--- src/rtl/replay_buffer_pkg.sv ---
// Shared definitions for the PCIe data-link-layer replay buffer.
//  - DLLP type encodings carried on ack_nack
//  - replay controller state enum
//  - seq_dist(): modulo distance used to decide how many entries an ACK/NAK retires
package replay_buffer_pkg;

  localparam logic [1:0] DLLP_ACK = 2'b01;
  localparam logic [1:0] DLLP_NAK = 2'b10;

  // Sequence arithmetic is done on a fixed carrier width and masked down to
  // the real sequence width, so one helper serves every SEQ_W below 32.
  localparam int unsigned SEQ_CALC_W = 32;

  typedef enum logic [1:0] {
    IDLE        = 2'd0,
    REPLAY_WAIT = 2'd1,
    REPLAY      = 2'd2
  } state_e;

  // Number of entries retired by an ACK of seq_ack when the oldest stored
  // entry carries seq_oldest: (seq_ack - seq_oldest + 1) mod 2**seq_w.
  // Zero means the DLLP acknowledges the entry just before the oldest one.
  function automatic logic [SEQ_CALC_W-1:0] seq_dist(
    input logic [SEQ_CALC_W-1:0] seq_ack,
    input logic [SEQ_CALC_W-1:0] seq_oldest,
    input int unsigned           seq_w
  );
    logic [SEQ_CALC_W-1:0] mask;
    mask = (32'd1 << seq_w) - 32'd1;
    return (seq_ack - seq_oldest + 32'd1) & mask;
  endfunction

endpackage

--- src/rtl/replay_buffer_mc_serializer.sv ---
// replay_serializer: splits one DIN_W-bit entry into DIN_W/DOUT_W beats,
// most significant chunk first, under a ready handshake.
// Ports:
//  clk, reset_n   clock / asynchronous active-low reset
//  load           capture din as a new entry (only when idle or on last_take)
//  din            entry payload
//  ready          downstream takes the current beat this cycle
//  dout           current beat (registered, stable while ready=0)
//  dout_valid     dout holds a beat
//  last_take      the final beat of the current entry is taken this cycle
module replay_serializer #(
  parameter int DIN_W  = 128,
  parameter int DOUT_W = 16
) (
  input  logic              clk,
  input  logic              reset_n,
  input  logic              load,
  input  logic [DIN_W-1:0]  din,
  input  logic              ready,
  output logic [DOUT_W-1:0] dout,
  output logic              dout_valid,
  output logic              last_take
);

  localparam int BEATS  = DIN_W / DOUT_W;
  localparam int BEAT_W = (BEATS > 1) ? $clog2(BEATS) : 1;

  logic [DIN_W-1:0]  shreg_q, shreg_d;
  logic [BEAT_W-1:0] beat_q, beat_d;
  logic              valid_q, valid_d;
  logic              take_s;

  assign dout       = shreg_q[DIN_W-1 -: DOUT_W];
  assign dout_valid = valid_q;
  assign last_take  = take_s && (beat_q == BEAT_W'(BEATS - 1));

  // Next beat selection: a load restarts at the MSB chunk, a take shifts up.
  always_comb begin
    shreg_d = shreg_q;
    beat_d  = beat_q;
    valid_d = valid_q;
    take_s  = valid_q && ready;
    if (load) begin
      shreg_d = din;
      beat_d  = {BEAT_W{1'b0}};
      valid_d = 1'b1;
    end else if (last_take) begin
      valid_d = 1'b0;
    end else if (take_s) begin
      shreg_d = shreg_q << DOUT_W;
      beat_d  = beat_q + BEAT_W'(1);
    end else begin
      valid_d = valid_q;
    end
  end

  // Beat state registers.
  always_ff @(posedge clk or negedge reset_n) begin
    if (!reset_n) begin
      shreg_q <= {DIN_W{1'b0}};
      beat_q  <= {BEAT_W{1'b0}};
      valid_q <= 1'b0;
    end else begin
      shreg_q <= shreg_d;
      beat_q  <= beat_d;
      valid_q <= valid_d;
    end
  end

endmodule

--- src/rtl/replay_buffer_mc.sv ---
// replay_buffer_mc: PCIe DLL replay buffer. Stores transmitted TLPs with their
// sequence numbers, retires them on ACK, replays unacknowledged entries on NAK
// or replay timeout, and requests link retrain after REPLAY_MAX replays
// without forward progress.
// Ports:
//  write side : we, din, wr_rdy, tlp_seq
//  DLLP side  : ack_nack (01 ACK, 10 NAK), seq, tim_out
//  read side  : busy_n, ready, dout, dout_valid, replaying
//  status     : retrain, count, ack_err
module replay_buffer_mc
  import replay_buffer_pkg::*;
#(
  parameter int DIN_W      = 128,
  parameter int DOUT_W     = 16,
  parameter int DEPTH      = 8,
  parameter int SEQ_W      = 12,
  parameter int REPLAY_MAX = 4
) (
  input  logic                       clk,
  input  logic                       reset_n,
  input  logic                       we,
  input  logic [DIN_W-1:0]           din,
  output logic                       wr_rdy,
  output logic [SEQ_W-1:0]           tlp_seq,
  input  logic [1:0]                 ack_nack,
  input  logic [SEQ_W-1:0]           seq,
  input  logic                       tim_out,
  input  logic                       busy_n,
  input  logic                       ready,
  output logic [DOUT_W-1:0]          dout,
  output logic                       dout_valid,
  output logic                       replaying,
  output logic                       retrain,
  output logic [$clog2(DEPTH):0]     count,
  output logic                       ack_err
);

  localparam int PTR_W = $clog2(DEPTH);
  localparam int CNT_W = PTR_W + 1;
  localparam int ENT_W = DIN_W + SEQ_W;
  localparam int RN_W  = $clog2(REPLAY_MAX);
  localparam int PAD_S = SEQ_CALC_W - SEQ_W;
  localparam int PAD_C = SEQ_CALC_W - CNT_W;

  state_e                state_q, state_d;
  logic [ENT_W-1:0]      mem_q [DEPTH];
  logic [PTR_W-1:0]      wr_ptr_q, wr_ptr_d, rd_ptr_q, rd_ptr_d, rep_ptr_q, rep_ptr_d;
  logic [CNT_W-1:0]      count_q, count_d, rep_left_q, rep_left_d;
  logic [SEQ_W-1:0]      tlp_seq_q, tlp_seq_d;
  logic [RN_W-1:0]       replay_num_q, replay_num_d;
  logic                  pend_valid_q, pend_valid_d;
  logic [1:0]            pend_type_q, pend_type_d;
  logic [SEQ_W-1:0]      pend_seq_q, pend_seq_d;
  logic                  wr_rdy_q, wr_rdy_d;
  logic                  retrain_q, retrain_d;
  logic                  ack_err_q, ack_err_d;
  logic                  replaying_q, replaying_d;

  logic                  dllp_live_s, eff_valid_s, nak_s, purge_s, err_s, wr_fire_s;
  logic                  start_s, load_s, last_take_s;
  logic [1:0]            eff_type_s;
  logic [SEQ_W-1:0]      eff_seq_s, oldest_seq_s;
  logic [SEQ_CALC_W-1:0] dist_s;
  logic [CNT_W-1:0]      cnt_after_s;
  logic [RN_W-1:0]       rn_base_s;
  logic [PTR_W-1:0]      load_idx_s;
  logic [ENT_W-1:0]      load_ent_s;

  assign wr_rdy    = wr_rdy_q;
  assign tlp_seq   = tlp_seq_q;
  assign count     = count_q;
  assign retrain   = retrain_q;
  assign ack_err   = ack_err_q;
  assign replaying = replaying_q;

  assign wr_fire_s   = we && wr_rdy_q;
  assign dllp_live_s = (ack_nack == DLLP_ACK) || (ack_nack == DLLP_NAK);
  // A live DLLP is newer than anything held pending, so it takes precedence.
  assign eff_valid_s = dllp_live_s || pend_valid_q;
  assign eff_type_s  = dllp_live_s ? ack_nack : pend_type_q;
  assign eff_seq_s   = dllp_live_s ? seq : pend_seq_q;
  assign nak_s       = eff_valid_s && (eff_type_s == DLLP_NAK);
  // With an empty buffer the "oldest" entry is the next one to be written,
  // so re-acknowledging the last retired TLP still reads as a duplicate.
  assign oldest_seq_s = (count_q != {CNT_W{1'b0}}) ? mem_q[rd_ptr_q][SEQ_W-1:0] : tlp_seq_q;
  assign dist_s  = seq_dist({{PAD_S{1'b0}}, eff_seq_s}, {{PAD_S{1'b0}}, oldest_seq_s}, SEQ_W);
  assign purge_s = eff_valid_s && (dist_s != {SEQ_CALC_W{1'b0}}) && (dist_s <= {{PAD_C{1'b0}}, count_q});
  assign err_s   = eff_valid_s && (dist_s > {{PAD_C{1'b0}}, count_q});
  assign load_ent_s = mem_q[load_idx_s];

  // Pending DLLP: latch the latest DLLP seen during replay, drop it in IDLE where it is consumed.
  always_comb begin
    pend_valid_d = pend_valid_q;
    pend_type_d  = pend_type_q;
    pend_seq_d   = pend_seq_q;
    if (state_q == IDLE) begin
      pend_valid_d = 1'b0;
    end else if (dllp_live_s) begin
      pend_valid_d = 1'b1;
      pend_type_d  = ack_nack;
      pend_seq_d   = seq;
    end else begin
      pend_valid_d = pend_valid_q;
    end
  end

  // Controller next state: purge, write, replay decision and replay sequencing.
  always_comb begin
    state_d      = state_q;
    wr_ptr_d     = wr_ptr_q;
    rd_ptr_d     = rd_ptr_q;
    rep_ptr_d    = rep_ptr_q;
    count_d      = count_q;
    rep_left_d   = rep_left_q;
    tlp_seq_d    = tlp_seq_q;
    replay_num_d = replay_num_q;
    retrain_d    = 1'b0;
    ack_err_d    = 1'b0;
    load_s       = 1'b0;
    load_idx_s   = rd_ptr_q;
    cnt_after_s  = count_q;
    rn_base_s    = replay_num_q;
    start_s      = 1'b0;
    case (state_q)
      IDLE: begin
        if (purge_s) begin
          cnt_after_s = count_q - dist_s[CNT_W-1:0];
          rd_ptr_d    = rd_ptr_q + dist_s[PTR_W-1:0];
          rn_base_s   = {RN_W{1'b0}};
        end else begin
          cnt_after_s = count_q;
          rn_base_s   = replay_num_q;
        end
        ack_err_d = err_s;
        // The replay decision sees the post-purge occupancy; a new write is not replayed yet.
        start_s = (nak_s || tim_out) && (cnt_after_s != {CNT_W{1'b0}});
        if (wr_fire_s) begin
          wr_ptr_d  = wr_ptr_q + PTR_W'(1);
          tlp_seq_d = tlp_seq_q + SEQ_W'(1);
          count_d   = cnt_after_s + CNT_W'(1);
        end else begin
          count_d = cnt_after_s;
        end
        if (start_s) begin
          state_d = REPLAY_WAIT;
          if (rn_base_s == RN_W'(REPLAY_MAX - 1)) begin
            retrain_d    = 1'b1;
            replay_num_d = {RN_W{1'b0}};
          end else begin
            replay_num_d = rn_base_s + RN_W'(1);
          end
        end else begin
          replay_num_d = rn_base_s;
        end
      end
      REPLAY_WAIT: begin
        if (busy_n) begin
          state_d    = REPLAY;
          load_s     = 1'b1;
          load_idx_s = rd_ptr_q;
          rep_ptr_d  = rd_ptr_q + PTR_W'(1);
          rep_left_d = count_q - CNT_W'(1);
        end else begin
          state_d = REPLAY_WAIT;
        end
      end
      REPLAY: begin
        if (last_take_s && (rep_left_q != {CNT_W{1'b0}})) begin
          load_s     = 1'b1;
          load_idx_s = rep_ptr_q;
          rep_ptr_d  = rep_ptr_q + PTR_W'(1);
          rep_left_d = rep_left_q - CNT_W'(1);
        end else if (last_take_s) begin
          state_d = IDLE;
        end else begin
          state_d = REPLAY;
        end
      end
      default: begin
        state_d = IDLE;
      end
    endcase
    wr_rdy_d    = (count_d < CNT_W'(DEPTH)) && (state_d == IDLE);
    replaying_d = (state_d != IDLE);
  end

  // Control and status registers.
  always_ff @(posedge clk or negedge reset_n) begin
    if (!reset_n) begin
      state_q      <= IDLE;
      wr_ptr_q     <= {PTR_W{1'b0}};
      rd_ptr_q     <= {PTR_W{1'b0}};
      rep_ptr_q    <= {PTR_W{1'b0}};
      count_q      <= {CNT_W{1'b0}};
      rep_left_q   <= {CNT_W{1'b0}};
      tlp_seq_q    <= {SEQ_W{1'b0}};
      replay_num_q <= {RN_W{1'b0}};
      pend_valid_q <= 1'b0;
      pend_type_q  <= 2'b00;
      pend_seq_q   <= {SEQ_W{1'b0}};
      wr_rdy_q     <= 1'b0;
      retrain_q    <= 1'b0;
      ack_err_q    <= 1'b0;
      replaying_q  <= 1'b0;
    end else begin
      state_q      <= state_d;
      wr_ptr_q     <= wr_ptr_d;
      rd_ptr_q     <= rd_ptr_d;
      rep_ptr_q    <= rep_ptr_d;
      count_q      <= count_d;
      rep_left_q   <= rep_left_d;
      tlp_seq_q    <= tlp_seq_d;
      replay_num_q <= replay_num_d;
      pend_valid_q <= pend_valid_d;
      pend_type_q  <= pend_type_d;
      pend_seq_q   <= pend_seq_d;
      wr_rdy_q     <= wr_rdy_d;
      retrain_q    <= retrain_d;
      ack_err_q    <= ack_err_d;
      replaying_q  <= replaying_d;
    end
  end

  // Entry storage; contents are qualified by count, so no reset is needed.
  always_ff @(posedge clk) begin
    if (wr_fire_s) begin
      mem_q[wr_ptr_q] <= {din, tlp_seq_q};
    end
  end

  replay_serializer #(
    .DIN_W  (DIN_W),
    .DOUT_W (DOUT_W)
  ) u_ser (
    .clk        (clk),
    .reset_n    (reset_n),
    .load       (load_s),
    .din        (load_ent_s[ENT_W-1:SEQ_W]),
    .ready      (ready),
    .dout       (dout),
    .dout_valid (dout_valid),
    .last_take  (last_take_s)
  );

endmodule
--- config.mk ---
export PLATFORM = sky130hd
export DESIGN_NAME = replay_buffer_mc
export DESIGN_NICKNAME = d
export VERILOG_FILES = /design/src/rtl/replay_buffer_pkg.sv /design/src/rtl/replay_buffer_mc_serializer.sv /design/src/rtl/replay_buffer_mc.sv
export SDC_FILE = /design/constraint.sdc
export NUM_CORES = 2
export LEC_CHECK = 0
export BUFFER_PORTS_ARGS = -buffer_cell sky130_fd_sc_hd__buf_2
export CAP_MARGIN = 20
export CORE_MARGIN = 5
export CORE_UTILIZATION = 55
export DETAILED_ROUTE_END_ITERATION = 8
export PLACE_DENSITY = 0.74
export SLEW_MARGIN = 20
export SYNTH_ARGS = -nofsm -noshare
export SYNTH_HDL_FRONTEND = slang
export SYNTH_SLANG_ARGS = --single-unit
--- constraint.sdc ---
create_clock -name clk -period 16.9 [get_ports clk]
set_input_delay 3.38 -clock clk [delete_from_list [all_inputs] [get_ports clk]]
set_output_delay 3.38 -clock clk [all_outputs]
set_load 0.005 [all_outputs]
==> After elaboration in Yosys (flattened, before gate mapping) <==
Memories as Yosys holds them, arrays and structs flattened.
Index checks and enable logic that the tools add are counted.
W data, S select, Z words.
{ "word_totals": {"wordCells": 116, "memories": 1, "input_bits": 148, "output_inout_bits": 37, "ramBits": 1120, "regBits": 184} }
{ "op_classes": {"n_addsub": 13, "n_eq_ne": 10, "n_lt_le_gt_ge": 3, "reduce_logical": 28, "n_mux": 43} }
{ "mem_list": {"columns": ["name", "words", "word_bits", "rd", "rd_ports_with_merged_regs", "wr", "line", "source"], "rows": [
  ["mem_q", 8, 140, 2, 0, 1, "replay_buffer_mc.sv:46", "logic [ENT_W-1:0] mem_q [DEPTH];"]
]} }
{ "ops": {"columns": ["operator", "count"], "rows": [
  ["$mux W128", 3],
  ["$reduce_bool A32 Y1", 1],
  ["$mux W12", 2],
  ["$mux W4", 6],
  ["$mux W3", 7],
  ["$mux W2", 9],
  ["$add A12 B1 Y12 const B", 1],
  ["$add A12 B2 Y12 const B", 1],
  ["$add A3 B1 Y3 const B", 4],
  ["$gt A12 B4 Y1", 1],
  ["$le A12 B4 Y1", 1],
  ["$mux W1", 12],
  ["$reduce_bool A4 Y1", 3],
  ["$sub A12 B12 Y12", 1],
  ["$logic_and A1 B1 Y1", 10],
  ["$reduce_bool A2 Y1", 5],
  ["$eq A2 B2 Y1 const B", 4],
  ["$pmux W4 S2", 1],
  ["$sub A4 B1 Y4 const B", 2],
  ["$ne A2 B2 Y1 const B", 3],
  ["$pmux W2 S3", 1],
  ["$pmux W3 S2", 1],
  ["$reduce_and A2 Y1", 3],
  ["$add A4 B1 Y4 const B", 1],
  ["other kinds (10)", 14]
]} }

==> Longest topological paths before layout <==
{ "depth": {"depth_word": 16, "ltp_mapped": 27, "ltp_nobuf": 24} }

==> Hierarchy <==
Synthesis repeated with hierarchy kept, for this count alone.
{ "hier_totals": {"hier_cells": 2737, "area_unflattened_um2": 52477.8} }
{ "by_module_without_submodules": {"columns": ["mod", "cells_per_inst", "n_inst", "area_each_um2", "seq_area_each_um2"], "rows": [
  ["replay_buffer_mc", 2022, 1, 45780.2, 34933.5],
  ["replay_serializer", 715, 1, 6697.7, 3303.2]
]} }

==> Worst setup path after synthesis <==
OpenSTA, ideal clock, no wires.
{ "synth_timing": {"path_kind": "input to register", "startpoint": "input port we", "endpoint": "memory mem_q[0][0] (netlist name), enable pin", "slack_ns": -0.908, "n_path_buf": 1, "cell_stages": 3, "required_time_ns": 15.919, "t_arrival_ns": 16.827, "setup_ns": 0.981, "cell_sequence": "nand2_1 -> clkbuf_1 -> nor4_1"} }
{ "synth_between": {"elab_chain_cells": 3} }
{ "synth_lines": {"columns": ["item", "line", "source"], "rows": [
  ["start: declaration", "replay_buffer_mc.sv:21", "input logic we,"],
  ["$logic_and A1 B1 Y1", "replay_buffer_mc.sv:76", "assign wr_fire_s = we && wr_rdy_q;"],
  ["$mux W1", "replay_buffer_mc.sv:226", "if (wr_fire_s) begin"],
  ["$mux W1 (implied by the code)", "replay_buffer_mc.sv:227", "mem_q[wr_ptr_q] <= {din, tlp_seq_q};"],
  ["end: declaration", "replay_buffer_mc.sv:46", null]
]} }
No other way between the ends.

==> Final worst setup path <==
{ "layout_timing": {"startpoint": "input port ack_nack[1]", "endpoint": "register wr_rdy_q (netlist: wr_rdy)"} }
{ "layout_between": {"elab_chain_cells": 16, "word_cells_on_any_way": 28, "cone_classes": "add/sub (4); order compare (2); eq/ne (3); mux (8); reduce/logical (11)"} }
{ "layout_lines": {"columns": ["item", "line", "source"], "rows": [
  ["start: declaration", "replay_buffer_mc.sv:25", "input logic [1:0] ack_nack,"],
  ["parallel branches: the longest is 15 deep, another holds $sub A12 B12 Y12", null, null],
  ["$logic_and A1 B1 Y1 *", "replay_buffer_mc.sv:183", "wr_rdy_d = (count_d < CNT_W'(DEPTH)) && (state_d == IDLE);"],
  ["named net wr_rdy_d", "replay_buffer_mc.sv:54", "logic wr_rdy_q, wr_rdy_d;"],
  ["end signal: assignment", "replay_buffer_mc.sv:217", "wr_rdy_q <= wr_rdy_d;"],
  ["end: declaration", "replay_buffer_mc.sv:54", null]
]} }
Mark *: on every way through the listed nets, which the timed path passes. The select of a mux whose other input is x is not followed.
A chain may end at the register's enable or synchronous reset.

==> metrics.md <==
| Metric | Value |
|---|---|
| Clock transition at path regs | `60 ps` |
| Synth Instances | `3,896` |
| Worst Reg-to-Reg Cells | `24` |
| CTS sink cnt | `1,304` |
| Max FO, Critical Path | `15` |
| DR iter-0 viols | `between 3,000 and 4,000` |
| Peak supply drop | `0.0001560 V` |
| Post-CTS Resized | `0` |
| P_int | `~0.0066 W` |
| Largest family of logic cells by synthesized area | `simple AND/OR/NAND/NOR gates` |
| Antenna violations before repair | `45` |
| Drt wl/cell | `23.23 um` |
| Post-CTS Setup Inserts | `0` |
| Post-synth top area cell | `edfxtp_1` |
| Hold WS | `between 400 and 500 ps` |
| Top cells by area, synth | `edfxtp_1, dfrtp_1, nand2_1` |
| Status | `finished clean` |
| Switching Fraction | `33.07%` |
| RSZ-0062 raised after global routing | `false` |
| Pwr Total | `0.009898 W` |
| Num rows | `113` |
| Leakage | `approximately 21 nW` |
| Levels on crit path | `25` |
| Most numerous cell in the Yosys netlist | `edfxtp_1` |
| Compound-Gate Fraction of Synth Area | `6.449%` |
| Setup WS pre-CTS | `8610 ps` |
| Final net count | `around 4,200` |
| Die footprint | `~0.10 sq mm` |
| RR Startpoint | `rd_ptr_q[0]` |
| MaxCap Viol Count | `0` |
| Psw | `0.003274 W` |
| Synthesized net count | `4,089` |
| DRT antenna net count | `0` |
| Worst Path Buf+Inv | `5` |
| Ys Warns | `0` |
| Root buffer cell | `clkbuf_16` |
| GP Congestion | `0.8033` |
| Top_reg_cell synth | `edfxtp_1` |
| Residual DRC count | `0` |
| Critical path origin | `ack_nack[1]` |
| Ys async rst share | `14.11%` |
| Worst Setup EP | `wr_rdy` |
| IO Port Bufs | `184` |
| Top cell type's share of synthesized area | `63.92%` |
| Worst relative slew slack | `28.90%` |
| Clock tree buffer depth | `3` |
| Fmax | `131.6 MHz` |
| Slew @ Worst Pin | `1067 ps` |
| Share of cells above drive strength 1 | `between 10 and 15%` |
| Max H-tree Level | `3` |
| Worst hold path class | `reg -> reg` |
| Via count | `32,414` |
| Number of synthesized flops with an enable pin | `between 1,000 and 1,500` |
| Fin crit period | `7597 ps` |
| CP max stage delay | `600 ps` |
| Core area | `0.09501 sq mm` |
| Num ports | `185` |
| Synth Area in Simple Gates | `about an eighth` |
| Count of cell types in the netlist | `60` |
| Seq pwr share | `42.6%` |
| Die W | `319.3 um` |
| Netlist Area Pre-Place | `0.05262 sq mm` |
| Pwr dens | `168.1 mW/mm^2` |
| Synth top cells by count | `edfxtp_1, nand2_1, nand3_1, a311oi_1, clkbuf_1` |
| HPWL after detailed placement | `65,280 um` |
| Final number of setup-violating endpoints | `0` |
| All-Layer GR Usage | `about a quarter` |
| CP Capture Type | `register` |
| FF+latch count, synth | `between 1,000 and 1,500` |
| Post-synthesis sequential area ratio | `72.67%` |
| Multiplexer share of the synthesized area | `under 10%` |
| PnR worst setup slack | `9303 ps` |
| WP data required | `17,530 ps` |
| CP delay by family, top | `adder cells` |
| Vias in the first global route | `31,486` |
| Largest net degree at the start of global routing | `177` |
| Hold Fails Final Rpt | `0` |
| First-pass GRT wire length | `~190,000 um` |
| Syn Area/Cell | `~14 sq um` |
| Congestion Overflow GR | `0` |
| Slowest cell on the critical path | `fa_1` |
| Power share of the clock group | `28.8%` |
| Die extent in y | `319.3 um` |
| Comb pwr share | `between 20% and 30%` |
| Drt total wl | `124,700 um` |
| WP data arrival | `8230 ps` |
| TritonCTS Buffers | `between 100 and 150` |
| Clk Latency, worst-skew pair | `710 ps` |
| First-pass DRT Iterations | `5` |
| Initial core utilization | `55.38%` |
| Reg2reg setup slack | `10,910 ps` |
| Max Slew Vio Count | `0` |
| CTS tree | `built` |
| Post-synthesis adder-cell area fraction | `roughly 1.1%` |
| Post-CTS Hold Fix Bufs | `0` |
| Xor-xnor portion of the synthesized cell area | `0.4494%` |
| Reg-to-Reg End | `wr_rdy` |
| Period Utilization, post-route | `between 40% and 50%` |
| Post-route setup TNS | `0 ps` |
| CP dominant cell by count | `ha_1` |
| Startpoint class of the critical path | `input port` |
| Synth-to-layout area growth | `11.92%` |
| Via density per instance | `6.037` |
| Critical path type | `in -> reg` |
| Skew final | `26.54 ps` |
==> worst register-to-register path, delay by kind of cell, from the launching register on <==
kind,cells,cell delay [ps]
flops,1,1000
mux,3,880
compound gates,7,1170
buf+inv,3,210
simple gates,6,1090
fa+ha+maj,5,1590
==> layout by cell type, fill, tap and decap left out, types with 19 or more instances in the layout <==
master | synthesis | layout
mux2i_1 | 136 | 133
diode_2 | 0 | 21
edfxtp_1 | 1120 | 1120
buf_4 | 17 | 39
inv_1 | 23 | 23
xnor2_1 | 19 | 19
o21ai_0 | 33 | 33
dfrtp_1 | 184 | 183
nor2_1 | 36 | 33
clkbuf_8 | 0 | 19
clkbuf_16 | 0 | 121
mux4_2 | 24 | 24
mux2_2 | 30 | 28
a311oi_1 | 240 | 240
ha_1 | 42 | 42
and3_1 | 135 | 135
bufinv_16 | 0 | 19
nand3_1 | 284 | 284
clkbuf_1 | 192 | 20
buf_2 | 35 | 183
nand2_1 | 1063 | 1063
a21oi_1 | 141 | 141
==> power by group through the flow <==
stage	logic [W]	clock network, W	registers [W]
global placement	0.00275	0	0.00426
finish	0.00283	0.00285	0.00422
detailed placement	0.00282	0	0.00428
floorplan	0.00211	0	0.00416
global route	0.00314	0.00302	0.00425
CTS	0.00284	0.00288	0.00422
==> cells by family (layout without fill, tap and decap cells) <==
family,Yosys count,in the layout
buffers and inverters,298,485
adders and majority gates,46,46
xor gates and xnor gates,27,27
muxes,192,192
DFF,1304,1304
and+or+nand+nor,1557,1557
other,0,21
AOI/OAI and AO/OA,472,472
==> registers in the layout, indices dropped and copies added, names as in the netlist, 2 cells and up <==
register,flops
mem_q,1120
u_ser.shreg_q,128
pend_seq_q,12
tlp_seq,12
count,4
rep_left_q,4
rd_ptr_q,3
rep_ptr_q,3
u_ser.beat_q,3
wr_ptr_q,3
pend_type_q,2
replay_num_q,2
state_q,2
==> how the worst min path moves through the flow <==
| stage | start | endpoint | cells after the start |
|---|---|---|---|
| 2_1_floorplan | replay_num_q[0] | replay_num_q[0] | 2 |
| 3_3_place_gp | pend_seq_q[10] | pend_seq_q[10] | 1 |
| 3_5_place_dp | replay_num_q[1] | replay_num_q[1] | 1 |
| 4_1_cts | replay_num_q[1] | replay_num_q[1] | 1 |
| 5_1_grt | pend_seq_q[10] | pend_seq_q[10] | 1 |
| 6_report | replay_num_q[1] | replay_num_q[1] | 1 |
==> layer usage <==
metal	vias up	routed length, um	global-route usage (%)
met4	26	2834	6.823
met5	-	180	0
met3	188	10890	4.661
met1	16296	51020	33.95
met2	1266	59770	38.68
li1	14638	-	-
==> layout make-up <==
cell class	count	area, sq um
Timing Repair Buffer	231	1384
Tap cell	1265	1583
Multi-Input combinational cell	2294	13290
Sequential cell	1304	38240
Clock buffer	160	3364
Antenna cell	21	52.55
Clock inverter	70	890.9
Inverter	24	90.09
Fill cell	6878	36120
==> metrics by stage <==
step           cell area (sq um)  util, %  instances
2_1_floorplan              52630        -       3896
3_3_place_gp               54590    57.45       5118
3_5_place_dp               54590    57.45       5118
4_1_cts                    58840    61.93       5348
5_1_grt                    58860    61.95       5356
6_report                   58890    61.99       5369
No activity file was read; power rests on OpenSTA's default activity.
